**src/rtl/flappy_gfx_pkg.sv**
```systemverilog
// Shared geometry widths, default sprite constants and the colour selector for the flappy pixel path.
package flappy_gfx_pkg;

   localparam int H_W   = 10;
   localparam int V_W   = 10;
   localparam int POS_W = 9;
   // Geometry compares are one bit wider than any coordinate so sums never wrap.
   localparam int GEO_W = 11;

   localparam int unsigned DEF_NUM_PIPES = 2;
   localparam int unsigned DEF_COLOR_W   = 1;
   localparam int unsigned DEF_BIRD_X0   = 50;
   localparam int unsigned DEF_BIRD_W    = 50;
   localparam int unsigned DEF_BIRD_H    = 50;
   localparam int unsigned DEF_PIPE_W    = 100;
   localparam int unsigned DEF_GAP_H     = 150;
   localparam int unsigned DEF_GROUND_Y  = 440;

   typedef enum logic [2:0] {
      BLACK,
      SKY,
      PIPE,
      BIRD,
      GROUND
   } color_e;

   function automatic logic [GEO_W-1:0] geo_h(input logic [H_W-1:0] x);
      return GEO_W'(x);
   endfunction

   function automatic logic [GEO_W-1:0] geo_v(input logic [V_W-1:0] y);
      return GEO_W'(y);
   endfunction

endpackage

```
**src/rtl/pipe_hit_calc.sv**
```systemverilog
// Combinational hit test of one pixel against one pipe column with a vertical hole.
module pipe_hit_calc
   import flappy_gfx_pkg::*;
#(
   parameter int unsigned PIPE_W = DEF_PIPE_W,
   parameter int unsigned GAP_H  = DEF_GAP_H
) (
   input  logic             en,
   input  logic [H_W-1:0]   h,
   input  logic [V_W-1:0]   v,
   input  logic [H_W-1:0]   pipe_pos,
   input  logic [POS_W-1:0] hole_pos,
   output logic             hit
);

   localparam logic [GEO_W-1:0] PW = GEO_W'(PIPE_W);
   localparam logic [GEO_W-1:0] GH = GEO_W'(GAP_H);

   logic [GEO_W-1:0] h_ext;
   logic [GEO_W-1:0] v_ext;
   logic [GEO_W-1:0] pos_ext;
   logic [GEO_W-1:0] hole_ext;
   logic             in_column;
   logic             outside_hole;

   assign h_ext    = geo_h(h);
   assign v_ext    = geo_v(v);
   assign pos_ext  = geo_h(pipe_pos);
   assign hole_ext = GEO_W'(hole_pos);

   // pipe_pos is the exclusive right edge, so a pipe near h=0 shows only its right part.
   assign in_column    = (h_ext < pos_ext) && ((h_ext + PW) > pos_ext);
   assign outside_hole = (v_ext < hole_ext) || (v_ext > (hole_ext + GH));
   assign hit          = en && in_column && outside_hole;

endmodule

```
**src/rtl/pixel_compositor.sv**
```systemverilog
// Two-stage bird/pipe/sky compositor with per-frame sticky collision; fixed 2-cycle latency, never stalls.
// Define PIXEL_COMPOSITOR_GROUND_EN to add the ground band at v_count >= GROUND_Y.
module pixel_compositor
   import flappy_gfx_pkg::*;
#(
   parameter int unsigned NUM_PIPES = DEF_NUM_PIPES,
   parameter int unsigned COLOR_W   = DEF_COLOR_W,
   parameter int unsigned BIRD_X0   = DEF_BIRD_X0,
   parameter int unsigned BIRD_W    = DEF_BIRD_W,
   parameter int unsigned BIRD_H    = DEF_BIRD_H,
   parameter int unsigned PIPE_W    = DEF_PIPE_W,
   parameter int unsigned GAP_H     = DEF_GAP_H,
   parameter int unsigned GROUND_Y  = DEF_GROUND_Y
) (
   input  logic                       clock,
   input  logic                       reset,
   input  logic                       bright,
   input  logic [H_W-1:0]             h_count,
   input  logic [V_W-1:0]             v_count,
   input  logic [POS_W-1:0]           bird_pos,
   input  logic [NUM_PIPES-1:0]       pipe_en,
   input  logic [H_W*NUM_PIPES-1:0]   pipe_pos,
   input  logic [POS_W*NUM_PIPES-1:0] hole_pos,
   output logic [COLOR_W-1:0]         red,
   output logic [COLOR_W-1:0]         green,
   output logic [COLOR_W-1:0]         blue,
   output logic                       collision,
   output logic                       collision_pulse
);

   localparam logic [GEO_W-1:0]   BX_LO = GEO_W'(BIRD_X0);
   localparam logic [GEO_W-1:0]   BX_HI = GEO_W'(BIRD_X0 + BIRD_W);
   localparam logic [GEO_W-1:0]   BH    = GEO_W'(BIRD_H);
   localparam logic [COLOR_W-1:0] MAX   = '1;

   logic [GEO_W-1:0]     h_ext;
   logic [GEO_W-1:0]     v_ext;
   logic [GEO_W-1:0]     bird_ext;
   logic                 bird_hit_c;
   logic [NUM_PIPES-1:0] pipe_hit_c;
   logic                 ground_hit_c;

   logic                 bright_d;
   logic                 frame_start_d;
   logic                 bird_hit_d;
   logic [NUM_PIPES-1:0] pipe_hit_d;
   logic                 ground_hit_d;

   color_e               color_sel;
   logic [COLOR_W-1:0]   red_n;
   logic [COLOR_W-1:0]   green_n;
   logic [COLOR_W-1:0]   blue_n;
   logic                 hit;

   assign h_ext    = geo_h(h_count);
   assign v_ext    = geo_v(v_count);
   assign bird_ext = GEO_W'(bird_pos);

   // bird_pos is the exclusive bottom edge; small values clip the bird at the top rather than wrap.
   assign bird_hit_c = (h_ext > BX_LO) && (h_ext < BX_HI) &&
                       (v_ext < bird_ext) && ((v_ext + BH) > bird_ext);

   for (genvar k = 0; k < NUM_PIPES; k++) begin : g_pipe
      pipe_hit_calc #(
         .PIPE_W (PIPE_W),
         .GAP_H  (GAP_H)
      ) u_pipe_hit (
         .en       (pipe_en[k]),
         .h        (h_count),
         .v        (v_count),
         .pipe_pos (pipe_pos[H_W*k +: H_W]),
         .hole_pos (hole_pos[POS_W*k +: POS_W]),
         .hit      (pipe_hit_c[k])
      );
   end

`ifdef PIXEL_COMPOSITOR_GROUND_EN
   assign ground_hit_c = (v_ext >= GEO_W'(GROUND_Y));
`else
   logic unused_ground_y;
   assign unused_ground_y = |GEO_W'(GROUND_Y);
   assign ground_hit_c    = 1'b0;
`endif

   always_ff @(posedge clock) begin
      if (!reset) begin
         bright_d      <= 1'b0;
         frame_start_d <= 1'b0;
         bird_hit_d    <= 1'b0;
         pipe_hit_d    <= '0;
         ground_hit_d  <= 1'b0;
      end else begin
         bright_d      <= bright;
         frame_start_d <= (h_count == '0) && (v_count == '0);
         bird_hit_d    <= bird_hit_c;
         pipe_hit_d    <= pipe_hit_c;
         ground_hit_d  <= ground_hit_c;
      end
   end

   // Ground sits between the bird and the pipes so pipes visually sink into it.
   always_comb begin
      color_sel = SKY;
      if (!bright_d) begin
         color_sel = BLACK;
      end else if (bird_hit_d) begin
         color_sel = BIRD;
      end else if (ground_hit_d) begin
         color_sel = GROUND;
      end else if (|pipe_hit_d) begin
         color_sel = PIPE;
      end
   end

   always_comb begin
      red_n   = '0;
      green_n = '0;
      blue_n  = '0;
      case (color_sel)
         SKY:    blue_n = MAX;
         PIPE:   green_n = MAX;
         BIRD: begin
            red_n   = MAX;
            green_n = MAX;
         end
         GROUND: begin
            red_n   = MAX;
            green_n = MAX >> 1;
         end
         default: begin
            red_n   = '0;
            green_n = '0;
            blue_n  = '0;
         end
      endcase
   end

   assign hit = bright_d && bird_hit_d && ((|pipe_hit_d) || ground_hit_d);

   // A frame-start pixel clears the flag unless it is itself a hit, which also re-arms the pulse.
   always_ff @(posedge clock) begin
      if (!reset) begin
         red             <= '0;
         green           <= '0;
         blue            <= '0;
         collision       <= 1'b0;
         collision_pulse <= 1'b0;
      end else begin
         red             <= red_n;
         green           <= green_n;
         blue            <= blue_n;
         collision       <= hit || (collision && !frame_start_d);
         collision_pulse <= hit && (!collision || frame_start_d);
      end
   end

endmodule

```
**config.mk**
```make
export PLATFORM = sky130hd
export DESIGN_NAME = pixel_compositor
export DESIGN_NICKNAME = d
export VERILOG_FILES = /design/src/rtl/flappy_gfx_pkg.sv /design/src/rtl/pipe_hit_calc.sv /design/src/rtl/pixel_compositor.sv
export SDC_FILE = /design/constraint.sdc
export NUM_CORES = 1
export LEC_CHECK = 0
export CAP_MARGIN = 20
export CELL_PAD_IN_SITES_DETAIL_PLACEMENT = 0
export CELL_PAD_IN_SITES_GLOBAL_PLACEMENT = 1
export CORE_MARGIN = 4
export CORE_UTILIZATION = 37
export CTS_CLUSTER_SIZE = 20
export DETAILED_ROUTE_END_ITERATION = 10
export PLACE_DENSITY = 0.84
export SLEW_MARGIN = 20
export SYNTH_ARGS = -nofsm -noshare
export SYNTH_HDL_FRONTEND = slang
export SYNTH_SLANG_ARGS = --single-unit
```
**constraint.sdc**
```tcl
create_clock -name clock -period 3.5 [get_ports clock]
set_clock_uncertainty 0.15 [all_clocks]
set_input_delay 0.7 -clock clock [delete_from_list [all_inputs] [get_ports clock]]
set_output_delay 0.7 -clock clock [all_outputs]
set_load 0.01 [all_outputs]
```
### Word level (Yosys, flattened, before mapping)

Cells that the tools add are included.

| storage, ports and cells | value |
|---|---|
| register bits | 10 |
| input port bits | 72 |
| word-level logic and storage cells | 60 |

| operators by class | value |
|---|---|
| $add $sub $neg | 4 |
| order comparisons | 12 |
| eq/ne operators | 4 |
| muxes and demuxes | 6 |
| reduce and logical (&&, ||, !) cells | 25 |

Operators by type and width:

| cell | count |
|---|---|
| < comparator 10 x 9 -> 1 bit | 3 |
| greater-than comparator 10 x 11 -> 1 bit | 2 |
| greater-than comparator 11 x 10 -> 1 bit | 2 |
| adder 9 x 8 -> 10 bit (second input constant) | 2 |
| zero test 10 bit | 2 |
| < comparator 10 bit | 2 |
| logical AND 1 bit | 14 |
| adder 10 x 6 -> 11 bit (second input constant) | 1 |
| adder 10 x 7 -> 11 bit (second input constant) | 1 |
| greater-than comparator 11 x 9 -> 1 bit | 1 |
| greater-than comparator 10 x 6 -> 1 bit (second input constant) | 1 |
| < comparator 10 x 7 -> 1 bit (second input constant) | 1 |
| two-way mux 2 bit | 3 |
| OR reduction 2 bit | 3 |
| equality test 2 bit (second input constant) | 2 |
| logical OR 1 bit | 4 |
| equality test 2 x 3 -> 1 bit (second input constant) | 1 |
| two-way mux 1 bit | 3 |
| equality test 2 x 1 -> 1 bit (second input constant) | 1 |
| zero test 1 bit | 2 |

### Logic depth before layout (Yosys ltp)

| logic depth | value |
|---|---|
| depth in word-level cells | 7 |
| depth in mapped cells | 11 |
| mapped depth without buffers | 11 |

### By module

From an unflattened synthesis, not the netlist that was laid out.

| unflattened totals | value |
|---|---|
| cells, all modules | 379 |
| area, all modules | 3005.4 µm² |

By module, submodules not included:

| module | instances | cells each | area an instance (µm²) | seq. area each (µm²) |
|---|---|---|---|---|
| pipe_hit_calc at g_pipe[1].u_pipe_hit | 1 | 138 | 1079.8 | 0.0 |
| pipe_hit_calc at g_pipe[0].u_pipe_hit | 1 | 137 | 1048.5 | 0.0 |
| pixel_compositor | 1 | 104 | 877.1 | 200.2 |

### Worst setup path after synthesis

No wires, ideal clock.

| path | value |
|---|---|
| path type | input to register |
| start | input port hole_pos[1] |
| end | register pipe_hit_d[0] |
| library setup time | 129 ps |
| data arrival time | 2644 ps |
| data required time | 3221 ps |
| slack | 577 ps |
| stages on the path | 11 |
| buffers on the path | 0 |
| path through | inv_1 > ha_1 > o21a_1 > nor3_1 > o21ai_0 > ha_1 > a211oi_1 > nand2_1 > o311a_1 > a311oi_1 > a2111oi_0 |

| between the ends | value |
|---|---|
| cells in the longest elaborated chain, start to end | 4 |

RTL lines:

| element | RTL line | text |
|---|---|---|
| start: declaration | pixel_compositor.sv:23 | `input logic [POS_W*NUM_PIPES-1:0] hole_pos,` |
| adder 9 x 8 -> 10 bit | pipe_hit_calc.sv:33 | `assign outside_hole = (v_ext < hole_ext) \|\| (v_ext > (hole_ext + GH));` |
| greater-than comparator 10 x 11 -> 1 bit | pipe_hit_calc.sv:33 |  |
| logical OR 1 bit * | pipe_hit_calc.sv:33 |  |
| logical AND 1 bit * | pipe_hit_calc.sv:34 | `assign hit = en && in_column && outside_hole;` |
| end signal: assignment | pixel_compositor.sv:96 | `pipe_hit_d <= pipe_hit_c;` |
| end: declaration | pixel_compositor.sv:46 | `logic [NUM_PIPES-1:0] pipe_hit_d;` |

Every way passes the cells marked *; elsewhere a longest branch is shown, timed or not.
A chain may end at the register's enable or synchronous reset.

### Worst setup path in the final report

| path | value |
|---|---|
| start | input port h_count[2] |
| end | register pipe_hit_d[1] |

| between the ends | value |
|---|---|
| cells in the longest elaborated chain, start to end | 5 |

RTL lines:

| element | RTL line | text |
|---|---|---|
| start: declaration | pixel_compositor.sv:18 | `input logic [H_W-1:0] h_count,` |
| adder 10 x 7 -> 11 bit | pipe_hit_calc.sv:32 | `assign in_column = (h_ext < pos_ext) && ((h_ext + PW) > pos_ext);` |
| greater-than comparator 11 x 10 -> 1 bit | pipe_hit_calc.sv:32 |  |
| logical AND 1 bit * | pipe_hit_calc.sv:32 |  |
| logical AND 1 bit * (2 in a row) | pipe_hit_calc.sv:34 |  |

Marks and branches as above.

==> flow_summary.yaml <==
setup_path:
  worstPathRequired_ns: 3.44
  worstPathCellList: "clkdlybuf4s50_1 > ha_1 > a211o_1 > nand2_1 > xnor2_1 > ha_1 > a21oi_1 > nor2b_1 > or4_4 > o211ai_2 > a211oi_1"
  critPathLaunchType: "primary input"
  path_buf_inv: 1
  path_class: "primary input to register"
  slowest_stage: "clkdlybuf4s50_1"
  crit_fanout: 4
  cpMostUsedCell: "ha_1"
  cp.arrival_ns: 3.21
  cp_slowest_stage_delay_ns: 0.47
  cp_top_family: "compound AO/OA/AOI/OAI gates"
  cp-end-kind: "register"
grt:
  grt_max_degree: 9
  grtUsageTotal_pct: 16.9
  antenna_found_initial: 0
  top_usage_layer: "met2"
  grt-ovfl-total: 0
  grt_use_met1_pct: 21.9
  grt_pass1_vias: 3006
  grt_pass1_wl_um: 13600
  gr-usage-met2_pct: 30.5
  met3_usage_pct: 2.58
floorplanning:
  dieArea_um2: 9430
  die_w_um: 97.1
  core_um2: 7730
  ios: 77
  start_util_pct: 38.0
  die_y_um: 97.1
  rows: 32
clock_tree:
  clkTransAtPathRegs_ns: 0.04
  cts_hold_buf: 0
  tritoncts: "done"
  cts_buffers: 3
  post_cts_buffers: 0
  cts.path.max_buffers: 2
  h-tree-depth: 1
  cts.sinks: 10
  worstSkewPairLatency_ns: 0.23
  cts-resized-gates: 0
  cts-root-buf: "clkbuf_8"
route:
  ant_nets: 0
  drc: 0
  wirelength_um: 8080
  dr.pass1.iters: 4
  viasPerCell: 5.11
  drtIter0Drc: 69
  via_count: 2927
  wl_per_cell_um: 14.1
timing:
  max_slew_margin_pct: 70.8
  setup_ws_ns: 0.232
  fin_crit_sh_pct: 93.4
  hold_viol: 0
  finalSetupTns_ns: 0
  period_minus_slack_ns: 3.27
  tightestPinTransition_ns: 0.427
  drv_slew: 0
  finalSetupViolCount: 0
  fmax_ghz: 0.306
  rsz0062_at_grt: "false"
hold_path:
  worstHoldPathType: "register to register"
synthesis:
  netlist_instances: 368
  ys.flop_type: "dfxtp_1"
  post_synth_xor_area_fraction_pct: 7.15
  synth_area_um2: 2940
  postSynthAreaPerCell_um2: 7.99
  ys_types: 48
  yosys_warnings: 0
  synth_fp_nets: 535
  synth_fa_ha_area_share_pct: 40.4
  synth_compound_area_share_pct: 20.1
  ys_ff_latch: 10
  synth.mux.area_fraction_pct: 0.681
  synth_edf_count: 0
  ys_async_sr_fraction_pct: 0
  synth_top_family_by_area: "adder cells"
  yosys.area_share.simple_pct: 17.8
  ys_seq_area_share_pct: 6.81
placed_design:
  placed_area_um2: 4010
  dpl.hpwl_um: 7300
  gp_congestion: 0.905
  io_buffers: 76
  pre_cts_slack_ns: -0.00961
power_and_ir_drop:
  p_leak_nw: 1.96
  p_per_area_nw_per_um2: 178
  peakVddDrop_uv: 120
  total_power_mw: 0.720
finish:
  multi_input_area_um2: 2530
  syn_to_final_growth_pct: 37.7
  finalNetCount: 640
  layout-drive-gt1-share_pct: 7.01
  fillers: 769
  final_util_pct: 52.4
  seqCellArea_um2: 200
  final_cell_area_um2: 4050
  insertedDiodeCount: 0
job:
  cap_violations: 0
status:
  outcome: "completed"
cell type report:
cell class	count	share of cell area [%]
multi-input cells	306	62.6
repair buffers	102	23.6
clock buffers	3	1.02
flip-flops and latches	10	4.95
well taps	102	3.15
inverters	50	4.64
per-layer routing:
metal | vias to the layer above | part of all wire [%]
met1 | 1294 | 48
met2 | 64 | 47
met4 | 0 | 0.52
met5 | - | 0
li1 | 1563 | -
met3 | 6 | 4.4
power by group:
| group | leakage [nW] | internal [mW] | switching [mW] |
|---|---|---|---|
| sequential | 0.0811 | 0.117 | 0.00102 |
| combinational | 1.86 | 0.256 | 0.233 |
| clock | 0.0216 | 0.0747 | 0.0386 |
| total | 1.96 | 0.448 | 0.273 |
placed cells by master, fill, tap and decap left out, types with 2 or more instances in the layout:
cell	count
nand3b_1	2
a2111oi_0	3
o21bai_1	4
nor3b_1	2
a21oi_1	23
mux2i_1	2
nor2b_1	11
o211ai_1	4
nand4b_1	2
o2111ai_1	2
and3_1	2
o22ai_1	2
o21a_1	9
inv_1	50
ha_1	95
nand4_1	7
a211o_1	3
nor4_1	6
nor3_1	10
o31ai_1	2
a211oi_1	8
dfxtp_1	10
xor2_1	10
clkdlybuf4s50_1	76
nand2b_1	3
o311a_1	2
nand2_1	20
and4_1	2
clkbuf_8	3
xnor2_1	14
a21o_1	3
o21ai_0	15
nand3_1	9
buf_4	26
nor2_1	15
Yosys cell counts, types with 2 or more instances:
cell type / n / share of area (%)
ha_1: 95 / 40
inv_1: 50 / 6.4
a21oi_1: 23 / 3.9
nand2_1: 20 / 2.6
nor2_1: 15 / 1.9
o21ai_0: 15 / 2.6
xnor2_1: 14 / 4.2
nor2b_1: 11 / 2.3
dfxtp_1: 10 / 6.8
nor3_1: 10 / 1.7
xor2_1: 10 / 3.0
nand3_1: 9 / 1.5
o21a_1: 9 / 2.3
a211oi_1: 8 / 2.0
nand4_1: 7 / 1.5
nor4_1: 6 / 1.3
o211ai_1: 4 / 1.0
o21bai_1: 4 / 1.0
a2111oi_0: 3 / 0.89
a211o_1: 3 / 0.89
a21o_1: 3 / 0.77
nand2b_1: 3 / 0.64
and3_1: 2 / 0.43
and4_1: 2 / 0.60
mux2i_1: 2 / 0.68
nand3b_1: 2 / 0.51
nand4b_1: 2 / 0.60
nor3b_1: 2 / 0.51
o2111ai_1: 2 / 0.60
o22ai_1: 2 / 0.43
o311a_1: 2 / 0.68
o31ai_1: 2 / 0.51
logic make-up (layout without fill, tap and decap cells):
group / Yosys count / count (layout)
compound gates: 88 / 88
xor+xnor: 24 / 24
fa+ha+maj: 95 / 95
buf+inv: 52 / 155
flops: 10 / 10
mux: 2 / 2
simple gates: 97 / 97
flip-flops by register name, indices dropped and copies added (netlist names):
register / count
red: 1
bird_hit_d: 1
blue: 1
pipe_hit_d: 2
bright_d: 1
frame_start_d: 1
collision: 1
green: 1
collision_pulse: 1
worst min-delay path, cell delays in order (launching register included):
cell and delay [ns]:
dfxtp_1 0.30, nor2b_1 0.05, nor2_1 0.07
path summary, 6_finish.rpt:
path                                    start               to  slack (ns)  depth (start not counted)
worst min-delay path            frame_start_d  collision_pulse        0.31                          2
worst max-delay path               h_count[2]    pipe_hit_d[1]        0.23                         11
worst min register to register  frame_start_d  collision_pulse        0.31                          2
worst max register to register     bird_hit_d             blue        2.56                          2
stage by stage:
step	std cells	hold slack, ns
after floorplan	368	0.276
after global placement	570	0.299
after detailed placement	570	0.302
after CTS	573	0.312
after global routing	573	0.336
final	573	0.306
Note: power is estimated with default switching activity, not from simulation.
